<file path="config.mk">
export PLATFORM = sky130hd
export DESIGN_NAME = spi_req_arbiter
export DESIGN_NICKNAME = d
export VERILOG_FILES = /design/src/rtl/spi_req_arbiter.sv
export SDC_FILE = /design/constraint.sdc
export NUM_CORES = 1
export LEC_CHECK = 0
export ABC_AREA = 1
export BUFFER_PORTS_ARGS = -buffer_cell sky130_fd_sc_hd__buf_4
export CAP_MARGIN = 20
export CORE_MARGIN = 1.5
export CORE_UTILIZATION = 44
export DETAILED_ROUTE_END_ITERATION = 10
export PLACE_DENSITY = 0.82
export SLEW_MARGIN = 20
export SYNTH_ARGS = -nofsm -noshare
export SYNTH_HDL_FRONTEND = slang
export SYNTH_SLANG_ARGS = --single-unit
</file>
<file path="constraint.sdc">
create_clock -name clk -period 1.75 [get_ports clk]
set_clock_uncertainty 0.15 [all_clocks]
set_input_delay 0.35 -clock clk [delete_from_list [all_inputs] [get_ports clk]]
set_output_delay 0.35 -clock clk [all_outputs]
set_load 0.005 [all_outputs]
</file>
<file path="src/rtl/spi_req_arbiter.sv">
// Round-robin arbiter sharing one spi_mt master between NREQ requesters.
// Latches the winner's command, launches the master and returns ack/err/rdata.
module spi_req_arbiter #(
    parameter int unsigned NREQ    = 4,
    parameter int unsigned A_WIDTH = 8,
    parameter int unsigned D_WIDTH = 16,
    parameter int unsigned TMO_CYC = 4096
) (
    input  logic                      clk,
    input  logic                      rst,
    input  logic [NREQ-1:0]           req,
    input  logic [NREQ-1:0]           req_rw,
    input  logic [NREQ*A_WIDTH-1:0]   req_addr,
    input  logic [NREQ*D_WIDTH-1:0]   req_wdata,
    output logic [NREQ-1:0]           gnt,
    output logic [NREQ-1:0]           ack,
    output logic                      err,
    output logic [D_WIDTH-1:0]        rdata,
    output logic                      busy,
    output logic                      m_start,
    output logic                      m_r_w,
    output logic [A_WIDTH-1:0]        m_w_addr,
    output logic [A_WIDTH-1:0]        m_r_addr,
    output logic [D_WIDTH-1:0]        m_w_data,
    input  logic [D_WIDTH-1:0]        m_r_data,
    input  logic                      m_cs
);

    localparam int unsigned IW = (NREQ > 1) ? $clog2(NREQ) : 1;
    localparam int unsigned CW = $clog2(TMO_CYC);

    typedef enum logic [2:0] {
        S_IDLE,
        S_LAUNCH,
        S_WAIT_LO,
        S_WAIT_HI,
        S_DONE
    } state_e;

    typedef struct packed {
        logic               rw;
        logic [A_WIDTH-1:0] addr;
        logic [D_WIDTH-1:0] wdata;
    } cmd_t;

    // Unpack the flat requester buses so the winner can be selected by index.
    logic [A_WIDTH-1:0] addr_a  [NREQ];
    logic [D_WIDTH-1:0] wdata_a [NREQ];

    for (genvar g = 0; g < NREQ; g++) begin : g_unpack
        assign addr_a[g]  = req_addr[g*A_WIDTH +: A_WIDTH];
        assign wdata_a[g] = req_wdata[g*D_WIDTH +: D_WIDTH];
    end

    state_e             state_q, state_d;
    logic [IW-1:0]      rr_q, rr_d;
    logic [IW-1:0]      win_q, win_d;
    logic [CW-1:0]      cnt_q, cnt_d;
    logic [NREQ-1:0]    gnt_q, gnt_d;
    logic [NREQ-1:0]    ack_q, ack_d;
    logic               err_q, err_d;
    logic [D_WIDTH-1:0] rdata_q, rdata_d;
    logic               busy_q, busy_d;
    logic               start_q, start_d;
    cmd_t               cmd_q, cmd_d;

    logic               found;
    logic [IW-1:0]      pick;
    int unsigned        idx;
    logic               tmo;

    // First set request at or above the rr pointer, wrapping around.
    always_comb begin
        found = 1'b0;
        pick  = '0;
        idx   = 0;
        for (int unsigned i = 0; i < NREQ; i++) begin
            idx = 32'(rr_q) + i;
            if (idx >= NREQ) begin
                idx = idx - NREQ;
            end
            if (!found && req[IW'(idx)]) begin
                found = 1'b1;
                pick  = IW'(idx);
            end
        end
    end

    assign tmo = (cnt_q == CW'(TMO_CYC - 1));

    always_comb begin
        state_d = state_q;
        rr_d    = rr_q;
        win_d   = win_q;
        cnt_d   = cnt_q;
        gnt_d   = gnt_q;
        ack_d   = '0;
        err_d   = 1'b0;
        rdata_d = rdata_q;
        start_d = 1'b0;
        cmd_d   = cmd_q;

        case (state_q)
            S_IDLE: begin
                if (found) begin
                    state_d     = S_LAUNCH;
                    win_d       = pick;
                    gnt_d       = NREQ'(1) << pick;
                    cmd_d.rw    = req_rw[pick];
                    cmd_d.addr  = addr_a[pick];
                    cmd_d.wdata = wdata_a[pick];
                    start_d     = 1'b1;
                    cnt_d       = '0;
                end
            end
            S_LAUNCH: begin
                state_d = S_WAIT_LO;
                cnt_d   = '0;
            end
            S_WAIT_LO: begin
                if (!m_cs) begin
                    state_d = S_WAIT_HI;
                    cnt_d   = '0;
                end else if (tmo) begin
                    state_d = S_DONE;
                    ack_d   = gnt_q;
                    err_d   = 1'b1;
                    cnt_d   = '0;
                end else begin
                    cnt_d = cnt_q + CW'(1);
                end
            end
            S_WAIT_HI: begin
                // Read data is captured on the cs rising edge so it is valid with ack.
                if (m_cs) begin
                    state_d = S_DONE;
                    ack_d   = gnt_q;
                    cnt_d   = '0;
                    if (cmd_q.rw) begin
                        rdata_d = m_r_data;
                    end
                end else if (tmo) begin
                    state_d = S_DONE;
                    ack_d   = gnt_q;
                    err_d   = 1'b1;
                    cnt_d   = '0;
                end else begin
                    cnt_d = cnt_q + CW'(1);
                end
            end
            S_DONE: begin
                state_d = S_IDLE;
                gnt_d   = '0;
                cnt_d   = '0;
                rr_d    = (win_q == IW'(NREQ - 1)) ? '0 : win_q + IW'(1);
            end
            default: begin
                state_d = S_IDLE;
                gnt_d   = '0;
                cnt_d   = '0;
            end
        endcase

        busy_d = (state_d != S_IDLE);
    end

    always_ff @(posedge clk) begin
        if (rst) begin
            state_q <= S_IDLE;
            rr_q    <= '0;
            win_q   <= '0;
            cnt_q   <= '0;
            gnt_q   <= '0;
            ack_q   <= '0;
            err_q   <= 1'b0;
            rdata_q <= '0;
            busy_q  <= 1'b0;
            start_q <= 1'b0;
            cmd_q   <= '0;
        end else begin
            state_q <= state_d;
            rr_q    <= rr_d;
            win_q   <= win_d;
            cnt_q   <= cnt_d;
            gnt_q   <= gnt_d;
            ack_q   <= ack_d;
            err_q   <= err_d;
            rdata_q <= rdata_d;
            busy_q  <= busy_d;
            start_q <= start_d;
            cmd_q   <= cmd_d;
        end
    end

    assign gnt      = gnt_q;
    assign ack      = ack_q;
    assign err      = err_q;
    assign rdata    = rdata_q;
    assign busy     = busy_q;
    assign m_start  = start_q;
    assign m_r_w    = cmd_q.rw;
    assign m_w_addr = cmd_q.addr;
    assign m_r_addr = cmd_q.addr;
    assign m_w_data = cmd_q.wdata;

endmodule
</file>
==> flow_summary.ini <==
[floorplan]
die_x_um = 100.9
floorplan.initialDensity = 0.4559
std_cell_rows = 35
overall_die_area_mm2 = 0.01017
pin_count = 183
core_area_mm2 = 0.009240
dieHeight_um = 100.9

[route]
detail_route.first_pass.iterations = 5
viasPerCell = 5.141
routed_via_count = 5326
wl_per_cell_um = 14.87
ant_nets = 0
drc_violation_total_after_the_first_tritonroute_iteration = 258
drt_drc_violations_left = 0
drt_wl_total_um = 15410

[run_status]
violations_in_the_final_reports = negative setup slack
result_of_the_run = finished, violations left

[clocking]
numClockSinks = 71
cts_htree_levels = 3
tritoncts.num_buffers = 9
clk_root_buffer_cell = sky130_fd_sc_hd__clkbuf_8
clk_transition_reported_paths_ns = 0.09
tritoncts_clock_tree = yes
clk_path_buf_depth = 2
worst_skew_pair.late_latency_ns = 0.35

[yosys]
syn_nets = 808
synth.yosys.seq_area_share = 0.3374
yosys_register_bits = 71
syn-cell-area_mm2 = 0.004213
synthCells = 683
yosys_warnings = 0
synth.distinct_cells = 32
synth.avg_cell_area_um2 = 6.168

[worst_setup_path]
launching_element_type_of_the_critical_path = flop
crit_required_ns = 1.82
criticalPathCategory = reg -> reg
setup.worst_path.end_class = flop
crit_fanout = 6
worstRegToRegCells = 13
arrival_ns = 2.16

[sta]
final.period_utilization = 1.190
hold_violations = 0
achievable-frequency_mhz = 480.1
final.setup.worst_slack_ns = -0.3328
timing.final.max_slew_violations = 0
rsz0062_at_grt = yes
layout_min_cycle_time_ns = 2.083
worst_pin_slew_ns = 0.5149
timing.slew.headroom = 0.6541
setup_violations = 46
final.setup.tns_ns = -11.33

[placed_design]
detailed_place_hpwl_um = 9679
gp_congestion = 0.8803
portBuffers = 182
placed_cells_incl_taps = 995
detailed_place.area_mm2 = 0.005969

[power]
p_leak_nw = 3.602
power.share.sequential = 0.363
internal-power_w = 0.003516
max-vdd-ir-drop_uv = 546.7
netSwitchingFraction = 0.3595
pwr_density_cell_mw_per_mm2 = 792.8
power.net_switching_w = 0.001974
clkPwrFrac = 0.231
pwr-share-comb = 0.406

[run]
maxcap_violations = 0

[min_path]
holdPathStages = 3
worstHoldPathType = in -> reg

[cells_and_area]
areaGrowthSynthToFinish_pct = 64.36
final_cell_area_mm2 = 0.006924
final-instance-count-excl-fill = 1036
design.final.nets = 1027
layout-drive-gt1-share = 0.3991
num_antenna_cells = 0

[global_routing]
gr-total-overflow = 0
grt_max_degree = 51
via_count_of_the_first_global_routing_pass = 4853
track_usage = 0.2755
antenna_found_initial = 0
grt_first_pass_wirelength_um = 22360
## logic make-up (layout without fill, tap and decap cells)
logic type / count (synthesis) / after routing / synth area share
xor+xnor: 5 / 5 / 0.01039
flops: 71 / 71 / 0.3374
compound gates: 49 / 49 / 0.06534
fa+ha+maj: 2 / 2 / 0.005939
buf+inv: 110 / 333 / 0.1209
simple gates: 446 / 447 / 0.4601
## stage by stage
stage	total power [W]	util	hold WS [ns]	setup slack, ns
after global placement	0.003876	0.6460	0.2978	-0.2956
final	0.005489	0.7494	0.1050	-0.3328
after floorplan	0.003009	-	0.2904	-0.1004
after global routing	0.005829	0.7494	0.09187	-0.4173
after CTS	0.005349	0.7101	0.08884	-0.2604
after detailed placement	0.003924	0.6460	0.3069	-0.3675
## synthesized netlist by cell type (all sizes together)
cell | n | area share
xor2 | 4 | 0.0083
xnor2 | 1 | 0.0021
o21a | 3 | 0.0053
a21oi | 14 | 0.017
ha | 2 | 0.0059
nor3 | 9 | 0.011
a211oi | 1 | 0.0018
a221oi | 1 | 0.0021
clkbuf | 12 | 0.011
o21ai | 25 | 0.031
nand3 | 44 | 0.059
buf | 37 | 0.055
nand3b | 1 | 0.0018
nand4 | 52 | 0.079
nand2 | 237 | 0.21
inv | 61 | 0.055
o31ai | 4 | 0.0071
dfxtp | 71 | 0.34
nor2 | 102 | 0.095
a21boi | 1 | 0.0018
nor3b | 1 | 0.0018
## cell usage in the layout (no fill, tap or decap), drive strengths merged
master | synthesis | layout
nor2 | 102 | 102
a211oi | 1 | 1
clkinvlp | 0 | 3
inv | 61 | 65
a21oi | 14 | 14
nand4 | 52 | 52
o21a | 3 | 3
buf | 37 | 250
xnor2 | 1 | 1
ha | 2 | 2
clkbuf | 12 | 15
dfxtp | 71 | 71
nand3b | 1 | 1
a21boi | 1 | 1
o21ai | 25 | 25
nand3 | 44 | 45
a221oi | 1 | 1
nor3b | 1 | 1
nor3 | 9 | 9
o31ai | 4 | 4
xor2 | 4 | 4
nand2 | 237 | 237
## metal layers
layer | track usage | up-vias | wire, um | part of all wire
li1 | - | 2617 | - | -
met1 | 0.3259 | 2399 | 5925 | 0.38
met2 | 0.4880 | 269 | 7700 | 0.50
met3 | 0.06727 | 41 | 1301 | 0.084
met4 | 0.08884 | 0 | 483 | 0.031
met5 | 0 | - | 0 | 0
## sequential cells by signal (all words and copies together) (netlist names)
register,flops
ack,4
m_r_w,1
rr_q,2
err,1
m_r_addr,8
state_q,3
rdata,16
cnt_q,12
win_q,2
m_w_data,16
gnt,4
busy,1
m_start,1
## worst max-delay path, stage by stage, from the launching register on
cell and delay [ns]:
sky130_fd_sc_hd__dfxtp_4 0.39, sky130_fd_sc_hd__buf_6 0.15, sky130_fd_sc_hd__nand2_4 0.06, sky130_fd_sc_hd__nand2_4 0.07
sky130_fd_sc_hd__nand2_4 0.08, sky130_fd_sc_hd__nand2_4 0.06, sky130_fd_sc_hd__nor2_8 0.15, sky130_fd_sc_hd__nand3_4 0.19
sky130_fd_sc_hd__nand3_4 0.20, sky130_fd_sc_hd__buf_4 0.14, sky130_fd_sc_hd__buf_4 0.10, sky130_fd_sc_hd__inv_1 0.05
sky130_fd_sc_hd__nand3_1 0.09, sky130_fd_sc_hd__o31ai_1 0.07
## power by group through the flow
stage,Sequential [W],Clock (W),Combinational (W)
2_1_floorplan,0.00199,0,0.00102
3_3_place_gp,0.00201,0,0.00187
3_5_place_dp,0.00202,0,0.00191
4_1_cts,0.00198,0.00130,0.00207
5_1_grt,0.00202,0.00137,0.00244
6_report,0.00199,0.00127,0.00223
## final cells by class
class | instances | area [um^2]
clock inverters | 7 | 61.31
well taps | 129 | 161.4
clock buffers | 9 | 123.9
repair buffers | 256 | 2261
multi-input cells | 503 | 2631
inverters | 61 | 252.7
fillers | 680 | 2316
flip-flops and latches | 71 | 1433
## final timing paths
kind | startpoint | end | slack, ns
worst min-delay path | m_r_data[0] | rdata[0]$_SDFFE_PP0P_ | 0.11
worst max register to register | rr_q[0]$_SDFFE_PP0N_ | gnt[1]$_SDFFE_PP0P_ | -0.33
worst min register to register | gnt[3]$_SDFFE_PP0P_ | ack[3]$_SDFF_PP0_ | 0.32
worst max-delay path | rr_q[0]$_SDFFE_PP0N_ | gnt[1]$_SDFFE_PP0P_ | -0.33
## repair_timing
item,CTS,global route
buffers inserted,14,1
pin swaps,27,26
hold buffers,0,0
resized for setup,68,49
setup endpoints to repair,52,68
gates cloned,4,8
(Power assumes the default switching activity.)
